## src/rtl/rv32i_pkg.sv

```systemverilog
// Shared RV32I definitions: widths, major opcodes, encoder formats and immediate range limits.
package rv32i_pkg;

  localparam int XLEN = 32;
  localparam int ILEN = 32;

  localparam logic [6:0] OPCODE_OP_IMM = 7'b0010011;
  localparam logic [6:0] OPCODE_LOAD   = 7'b0000011;
  localparam logic [6:0] OPCODE_JALR   = 7'b1100111;
  localparam logic [6:0] OPCODE_STORE  = 7'b0100011;
  localparam logic [6:0] OPCODE_BRANCH = 7'b1100011;
  localparam logic [6:0] OPCODE_LUI    = 7'b0110111;
  localparam logic [6:0] OPCODE_AUIPC  = 7'b0010111;
  localparam logic [6:0] OPCODE_JAL    = 7'b1101111;

  typedef enum logic [2:0] {
    I_ALU  = 3'd0,
    I_LD   = 3'd1,
    I_JALR = 3'd2,
    S      = 3'd3,
    B      = 3'd4,
    LUI    = 3'd5,
    AUIPC  = 3'd6,
    J      = 3'd7
  } instr_fmt_e;

  localparam int signed IMM12_MIN = -2048;
  localparam int signed IMM12_MAX = 2047;
  localparam int signed BOFF_MIN  = -4096;
  localparam int signed BOFF_MAX  = 4094;
  localparam int signed JOFF_MIN  = -1048576;
  localparam int signed JOFF_MAX  = 1048574;

  typedef struct packed {
    instr_fmt_e      fmt;
    logic [4:0]      rd;
    logic [4:0]      rs1;
    logic [4:0]      rs2;
    logic [2:0]      funct3;
    logic [XLEN-1:0] imm;
  } enc_req_t;

endpackage

```

## src/rtl/instr_pack.sv

```systemverilog
// Combinational RV32I field packer; inverse of imm_gen.
// Range/alignment flag exists only when RV32I_ENC_RANGE_CHECK_EN is defined.
module instr_pack
  import rv32i_pkg::*;
(
  input  instr_fmt_e              fmt_in,
  input  logic [4:0]              rd_in,
  input  logic [4:0]              rs1_in,
  input  logic [4:0]              rs2_in,
  input  logic [2:0]              funct3_in,
  input  logic signed [XLEN-1:0]  imm_in,
  output logic [ILEN-1:0]         instr_out,
  output logic                    err_out
);

  always_comb begin
    // Unknown formats fall back to the I_ALU encoding
    instr_out = {imm_in[11:0], rs1_in, funct3_in, rd_in, OPCODE_OP_IMM};
    case (fmt_in)
      I_ALU:  instr_out = {imm_in[11:0], rs1_in, funct3_in, rd_in, OPCODE_OP_IMM};
      I_LD:   instr_out = {imm_in[11:0], rs1_in, funct3_in, rd_in, OPCODE_LOAD};
      I_JALR: instr_out = {imm_in[11:0], rs1_in, funct3_in, rd_in, OPCODE_JALR};
      S:      instr_out = {imm_in[11:5], rs2_in, rs1_in, funct3_in, imm_in[4:0], OPCODE_STORE};
      B:      instr_out = {imm_in[12], imm_in[10:5], rs2_in, rs1_in, funct3_in,
                           imm_in[4:1], imm_in[11], OPCODE_BRANCH};
      LUI:    instr_out = {imm_in[31:12], rd_in, OPCODE_LUI};
      AUIPC:  instr_out = {imm_in[31:12], rd_in, OPCODE_AUIPC};
      J:      instr_out = {imm_in[20], imm_in[10:1], imm_in[11], imm_in[19:12], rd_in, OPCODE_JAL};
      default: ;
    endcase
  end

`ifdef RV32I_ENC_RANGE_CHECK_EN
  always_comb begin
    err_out = 1'b0;
    case (fmt_in)
      I_ALU, I_LD, I_JALR, S:
        err_out = (imm_in < IMM12_MIN) || (imm_in > IMM12_MAX);
      B:
        err_out = (imm_in < BOFF_MIN) || (imm_in > BOFF_MAX) || imm_in[0];
      J:
        err_out = (imm_in < JOFF_MIN) || (imm_in > JOFF_MAX) || imm_in[0];
      LUI, AUIPC:
        err_out = |imm_in[11:0];
      default:
        err_out = 1'b1;
    endcase
  end
`else
  assign err_out = 1'b0;
`endif

endmodule

```

## src/rtl/instr_enc.sv

```systemverilog
// Two-stage valid/ready RV32I instruction encoder with saturating handshake counters.
// RV32I_ENC_RANGE_CHECK_EN enables the err_out flag and err_cnt_out counting.
module instr_enc
  import rv32i_pkg::*;
#(
  parameter int CNT_W = 16
) (
  input  logic                    clk,
  input  logic                    rst,
  input  logic                    flush_in,
  input  logic                    in_valid,
  output logic                    in_ready,
  input  instr_fmt_e              fmt_in,
  input  logic [4:0]              rd_in,
  input  logic [4:0]              rs1_in,
  input  logic [4:0]              rs2_in,
  input  logic [2:0]              funct3_in,
  input  logic signed [XLEN-1:0]  imm_in,
  output logic                    out_valid,
  input  logic                    out_ready,
  output logic [ILEN-1:0]         instr_out,
  output logic                    err_out,
  output logic [CNT_W-1:0]        enc_cnt_out,
  output logic [CNT_W-1:0]        err_cnt_out
);

  function automatic logic [CNT_W-1:0] sat_inc(input logic [CNT_W-1:0] c);
    return (&c) ? c : c + 1'b1;
  endfunction

  logic            vld_p1, vld_p2;
  enc_req_t        req_p1;
  logic [ILEN-1:0] instr_p2;
  logic            err_p2;
  logic [ILEN-1:0] pack_instr;
  logic            pack_err;
  logic            s2_load, s1_adv, accept, out_hs;

  assign s2_load  = !vld_p2 || out_ready;
  assign s1_adv   = vld_p1 && s2_load;
  assign in_ready = !flush_in && (!vld_p1 || s2_load);
  assign accept   = in_valid && in_ready;
  assign out_hs   = vld_p2 && out_ready;

  // Stage 1: raw request register
  always_ff @(posedge clk or posedge rst) begin
    if (rst) begin
      vld_p1 <= 1'b0;
      req_p1 <= '0;
    end else begin
      if (flush_in)    vld_p1 <= 1'b0;
      else if (accept) vld_p1 <= 1'b1;
      else if (s1_adv) vld_p1 <= 1'b0;
      if (accept)
        req_p1 <= '{fmt: fmt_in, rd: rd_in, rs1: rs1_in, rs2: rs2_in,
                    funct3: funct3_in, imm: imm_in};
    end
  end

  instr_pack u_pack (
    .fmt_in    (req_p1.fmt),
    .rd_in     (req_p1.rd),
    .rs1_in    (req_p1.rs1),
    .rs2_in    (req_p1.rs2),
    .funct3_in (req_p1.funct3),
    .imm_in    (req_p1.imm),
    .instr_out (pack_instr),
    .err_out   (pack_err)
  );

  // Stage 2: packed word; held while the consumer stalls
  always_ff @(posedge clk or posedge rst) begin
    if (rst) begin
      vld_p2   <= 1'b0;
      instr_p2 <= '0;
      err_p2   <= 1'b0;
    end else begin
      if (flush_in)     vld_p2 <= 1'b0;
      else if (s2_load) vld_p2 <= vld_p1;
      if (s1_adv) begin
        instr_p2 <= pack_instr;
        err_p2   <= pack_err;
      end
    end
  end

  assign out_valid = vld_p2;
  assign instr_out = instr_p2;
  assign err_out   = err_p2;

  always_ff @(posedge clk or posedge rst) begin
    if (rst)         enc_cnt_out <= '0;
    else if (out_hs) enc_cnt_out <= sat_inc(enc_cnt_out);
  end

`ifdef RV32I_ENC_RANGE_CHECK_EN
  always_ff @(posedge clk or posedge rst) begin
    if (rst)                   err_cnt_out <= '0;
    else if (out_hs && err_p2) err_cnt_out <= sat_inc(err_cnt_out);
  end
`else
  assign err_cnt_out = '0;
`endif

endmodule
```

## config.mk

```make
export PLATFORM = sky130hd
export DESIGN_NAME = instr_enc
export DESIGN_NICKNAME = d
export VERILOG_FILES = /design/src/rtl/rv32i_pkg.sv /design/src/rtl/instr_pack.sv /design/src/rtl/instr_enc.sv
export SDC_FILE = /design/constraint.sdc
export NUM_CORES = 1
export LEC_CHECK = 0
export CORE_MARGIN = 2
export CORE_UTILIZATION = 44
export CTS_CLUSTER_DIAMETER = 200
export CTS_CLUSTER_SIZE = 14
export DETAILED_ROUTE_END_ITERATION = 10
export GPL_ROUTABILITY_DRIVEN = 1
export GPL_TIMING_DRIVEN = 0
export PLACE_DENSITY = 0.79
export SLEW_MARGIN = 15
export SYNTH_ARGS = -nofsm -noshare
export SYNTH_HDL_FRONTEND = slang
export SYNTH_SLANG_ARGS = --single-unit
```

## constraint.sdc

```tcl
create_clock -name clk -period 3.6 [get_ports clk]
set_input_delay 0.9 -clock clk [delete_from_list [all_inputs] [get_ports clk]]
set_output_delay 0.9 -clock clk [all_outputs]
set_load 0.02 [all_outputs]
```

==> run metrics <==
vias in the first global route between 3000 and 4000; CTS tree built; clock slew at reported path FFs 100 ps; M3 GR Usage 0.03511; Routed WL per cell 16.26 um; most common flop cell mapped by yosys dfrtp_1; Top Ports 125; chip height 107.4 um; largest fanout on the critical path 4; Skew-Pair Late Insertion Delay 350 ps; relative slew slack 0.5690; Starting Density 0.4539; most numerous cell on the critical path clkdlybuf4s50_1; async set-reset flop share out of synthesis 1.000; worst vdd ir roughly 0.00024 V; Final ANT Viol Nets 0; worst hold path type reg2reg; Req. time, crit path about 2700 ps; vias per cell 5.042; Area growth syn-to-layout 32.99%; final wirelength about 11000 um; GRT Residual Overflow 0; terminus of the critical flop-to-flop path req_p1[39]$_DFFE_PP0P_; Placed Area 6041 sq um; leak pwr 2.821 nW; power per cell area between 500 and 600 nW/um^2; final net count 579; Tot GR Track Use 0.1926; I/O Buffers 107; setup_tns 0 ps; setup bufs post-CTS 0; total power 3.206 mW; Slew @ Worst Pin 641.6 ps; Worst Path Arrival between 2000 and 2500 ps; Initial DRC Count 145; post-synthesis cell type count 44; cell family with most CP delay buffers and inverters; Crit-path slowest cell clkdlybuf4s50_1; area of the mapped netlist roughly 4700 sq um; crit path cell chain clkdlybuf4s50_1 -> nor2b_1 -> a21oi_1 -> clkdlybuf4s50_1; Slew Limit Fails 0; Die Width 107.4 um; syn avg cell area 12.23 sq um; CP peak stage delay approximately 660 ps; CTS H-tree depth 3; iteration count of the initial detailed-routing pass 4; Syn. warnings 0; Post-synth EDFFs 0; DRC viols 0; worst hold path endpoint instr_out[30]$_DFFE_PP0P_; Crit Path Category in2out; worst reg2reg path depth 5; Setup crit end kind output port; Post-Place Worst Slack 315.1 ps; largest net degree at the start of global routing 90; M2 GR Usage 0.3269; TritonCTS Sinks slightly above 100; Row Count 37; skew final 7.952 ps; vias 3333; Placed Cells roughly 650; initial antenna violation count 0; Max Cap Viol 0; flops & latches, synth between 100 and 150; CP startpoint kind input pin; Hold Buf Count CTS 0; Non-Filler Instances around 660; final hold viol count 0; Peak Freq 0.3038 GHz; Die Area 11540 sq um; minimum clock period 3292 ps; Clock Tree Root clkbuf_8; Register-to-Register Setup Slack 1590 ps; CTS Buf Count 9; Buf+Inv Stages, Crit Path 2; status completed; GR Util met1 0.2458; Final Cycle Share 0.9144; share of cells above drive strength 1 0.2171; sequential area share after synthesis 0.5423; Hold Crit Depth 2; setup violators final 0; post_cts resized 0; core area 10370 sq um; global-route wire length before repair about 17000 um; hold path start instr_out[30]$_DFFE_PP0P_; final weighted congestion in routability-driven placement roughly 0.81; clk buf depth 2; final non-filler cell area between 6000 and 7000 sq um; reg-to-reg critical path startpoint out_valid$_DFFE_PP0P_; Detail Placement HPWL 7967 um; GRT busiest layer met2; setup ws final 308.3 ps; antenna fix cells 0; Cells after Synth 385; RSZ-0062 raised after global routing false
[logic make-up after synthesis]
logic type	share of synthesized area
muxes	0.2270
DFF	0.5423
buffers and inverters	0.04864
AOI/OAI and AO/OA	0.05130
xor gates and xnor gates	0.03163
and+or+nand+nor	0.09570
other	0.0007967
adders and majority gates	0.002658
[cells in the final DEF (no fill, tap or decap), drive strengths merged, types with 3 or more instances in the layout]
| master | netlist | final |
|---|---|---|
| a21oi | 3 | 3 |
| buf | 28 | 29 |
| clkbuf | 9 | 21 |
| clkdlybuf4s50 | 0 | 107 |
| conb | 1 | 17 |
| dfrtp | 102 | 102 |
| inv | 3 | 3 |
| mux2 | 59 | 59 |
| mux2i | 40 | 40 |
| nand2 | 36 | 36 |
| nand2b | 4 | 4 |
| nand3 | 6 | 6 |
| nand4 | 5 | 5 |
| nor2 | 11 | 11 |
| nor4 | 5 | 5 |
| nor4b | 3 | 3 |
| o21ai | 33 | 33 |
| xnor2 | 5 | 5 |
| xor2 | 12 | 12 |
[metrics by stage]
| step | utilization | hold slack (ps) |
|---|---|---|
| floorplan | - | 478.7 |
| global placement | 0.5794 | 461.7 |
| detailed placement | 0.5825 | 468.4 |
| CTS | 0.6036 | 491.3 |
| global route | 0.6036 | 508.1 |
| finish | 0.6036 | 486.5 |
[per-layer routing]
layer / up-vias / routed length, um
met3: 8 / 462
met2: 89 / 5502
li1: 1577 / -
met4: 0 / 139
met5: - / 0
met1: 1659 / 4643
[power by group]
| group | total, mW | switching [mW] | internal [mW] | leakage (nW) |
|---|---|---|---|---|
| combinational | 0.955 | 0.461 | 0.494 | 1.47 |
| clock | 0.761 | 0.381 | 0.380 | 0.105 |
| sequential | 1.49 | 0.143 | 1.35 | 1.25 |
| total | 3.21 | 0.986 | 2.22 | 2.82 |
[cell type report]
class	count	area, sq um
fillers	852	4110
flip-flops and latches	102	2552
multi-input cells	259	1986
repair buffers	108	1099
plain buffers	37	217.7
well taps	136	170.2
clock buffers	12	165.2
clock inverters	4	53.80
inverters	3	16.27
[state kept, by name, summed over array words and instances, names as in the netlist]
signal	cells
req_p1	53
instr_out	31
enc_cnt_out	16
out_valid	1
vld_p1	1
[tightest hold or removal path: cells and delay by family, from the launching register on]
kind / cells / cell delay, ps
AOI/OAI and AO/OA: 1 / 60
DFF: 1 / 350
and+or+nand+nor: 1 / 50
[synthesized netlist by cell type, types with 4 or more instances]
cell type    n  area, sq um
buf_2        9        45.04
buf_4       18        135.1
clkbuf_1     9        33.78
dfrtp_1    102         2552
mux2_2      58        653.1
mux2i_1     40        400.4
nand2_1     35        131.4
nand2b_1     4        25.02
nand3_1      6        30.03
nor2_1      10        37.54
o21ai_0     31        155.2
xnor2_1      5        43.79
xor2_1      12        105.1
[worst max path at each step]
stage / cells after the start / to / slack [ps] / start
3_3_place_gp: 2 / instr_out[1]$_DFFE_PP0P_ / -1400 / rst
3_5_place_dp: 4 / in_ready / 320 / out_ready
5_1_grt: 4 / in_ready / 280 / out_ready
2_1_floorplan: 1 / enc_cnt_out[0]$_DFFE_PP0P_ / 20 / rst
4_1_cts: 4 / in_ready / 310 / out_ready
6_report: 4 / in_ready / 310 / out_ready
Power figures use the tool's default switching activity.
==> patch (same flow settings) <==
Add a define of `RV32I_ENC_RANGE_CHECK_EN`.
--- a/src/rtl/instr_pack.sv
+++ b/src/rtl/instr_pack.sv
@@ -1,4 +1,6 @@
 // Combinational RV32I field packer; inverse of imm_gen.
 // Range/alignment flag exists only when RV32I_ENC_RANGE_CHECK_EN is defined.
+`define RV32I_ENC_RANGE_CHECK_EN
+
 module instr_pack
   import rv32i_pkg::*;
Function: changed (Yosys sat finds a counterexample within 4 cycles, from zero or initial values and one cycle with rst high).
==> patch against the unedited design <==
  * Final cell count grew 20%
  * Wire length grew 22%
  * Power grew 37%
  * Worst setup slack lost 130 ps
  * Combinational power grew 11%
  * Clock skew shrank 0.89 ps
  * Design area grew 21%
  * First-iteration DRC count grew to 2.8 times the old value
  * Synthesized area grew 17%
  * Sequential cell count grew 17
  * Count of clock-buffer cells in the layout grew 15
  * Global-route usage grew 1.4 points
  * Largest power group unchanged
==> patch: results (changes against the unedited design) <==
GRT Util Overall: 20.63% (+1.4 points)
nets: 673 (+16%)
Clock Latency Late Sink: 400 ps (+50 ps)
vias per std cell: 5.318 (+5.5%)
fill cell count: 947 (+11%)
total number of vias: 4,212 (+26%)
global-route wire length before repair: 20,910 µm (+22%)
Area contributors post-synth: dfrtp_1 54%, mux2_2 10%, mux2i_1 3.8%
Avg WL per Cell: 16.57 µm (+1.9%)
cell count after synthesis: 467 (+21%)
Worst R2R Path Depth: 6 (+1)
clk_skew: 7.059 ps (-0.8933 ps)
Worst EP arrival: 2520 ps (+130 ps)
sequential-to-total area share from yosys stat: 54.16% (-0.062 points)
status: finished clean
# placed instances: 762 (+18%)
GP Congestion: 0.8656 (+6.5%)
post-synthesis compound-gate area fraction: 7.670% (+2.5 points)
1st-iter DRT viols: 409 (+180%)
top post-synthesis cells by count: 119 x dfrtp_1, 51 x mux2_2, 44 x nand2_1
Root Buffer: clkbuf_16
DP Area: 7020 µm² (+16%)
worst r2r src: enc_cnt_out[1]$_DFFE_PP0P_
largest net degree at the start of global routing: 35 (-61%)
adder-cell share of the synthesized area: 0.4552% (+0.19 points)
hold depth: 1 (-1)
Detailed Routing Iterations Pass 1: 8 (+4)
Reg2Reg Setup Slack: 1800 ps (+210 ps)
Clk pin slew, worst setup/hold paths: 50 ps (-50 ps)
H-tree levels: 4 (+1)
slowest cell delay on critical path: 630 ps (-30 ps)
VDD IR-drop max: 0.3639 mV (+54%)
DP HPWL: 9676 µm (+21%)
CP Max Fanout: 6 (+2)
[patch: changes by cell type in the layout (fill, tap and decap cells not counted), sizes merged, moves of 14 or more]
cell | before | now
buf | 29 | 15
clkbuf | 21 | 35
clkdlybuf4s50 | 107 | 124
conb | 17 | 0
dfrtp | 102 | 119
mux2i | 40 | 22
[patch: worst min path at each step]
stage / startpoint / endpoint / slack [ps]
5_1_grt: err_cnt_out[15]$_DFFE_PP0P_ / err_cnt_out[15]$_DFFE_PP0P_ / 520
3_5_place_dp: instr_out[29]$_DFFE_PP0P_ / instr_out[29]$_DFFE_PP0P_ / 470
6_report: instr_out[6]$_DFFE_PP0P_ / instr_out[6]$_DFFE_PP0P_ / 490
2_1_floorplan: req_p1[32]$_DFFE_PP0P_ / req_p1[32]$_DFFE_PP0P_ / 460
3_3_place_gp: instr_out[7]$_DFFE_PP0P_ / instr_out[7]$_DFFE_PP0P_ / 470
4_1_cts: instr_out[29]$_DFFE_PP0P_ / instr_out[29]$_DFFE_PP0P_ / 480
[patch: logic make-up after synthesis]
group,Yosys count
XOR/XNOR,28
AO/OA/AOI/OAI,68
multiplexers,81
flip-flops,119
AND/OR/NAND/NOR,143
buffers and inverters,26
adder cells (fa/ha/maj),2
[patch: cell type report]
type,instances,area share (%)
clock buffers,27,6.774
inverters,6,0.3469
clock inverters,3,0.5287
flip-flops and latches,119,39.32
multi-input cells,322,31.11
well taps,168,2.775
plain buffers,20,1.867
repair buffers,127,17.28
[patch: per-layer routing]
layer | GRT usage [%] | part of all wire [%]
met5 | 0 | 0
met4 | 8.492 | 2.1
met3 | 6.119 | 5.4
met2 | 34.00 | 50
met1 | 25.51 | 42
[patch: per-stage QoR]
stage	util (%)	total power [mW]	setup WS, ps
after floorplan	-	2.344	1245
after global placement	57.41	2.802	216.7
after detailed placement	57.96	2.854	197.4
after CTS	62.53	4.437	188.6
after global routing	62.53	4.607	143.3
final	62.53	4.399	182.7
[patch: where the power goes]
| part | switching (mW) | internal, mW |
|---|---|---|
| Clock | 0.530 | 1.03 |
| Combinational | 0.510 | 0.550 |
| Sequential | 0.216 | 1.56 |
| Total | 1.26 | 3.14 |
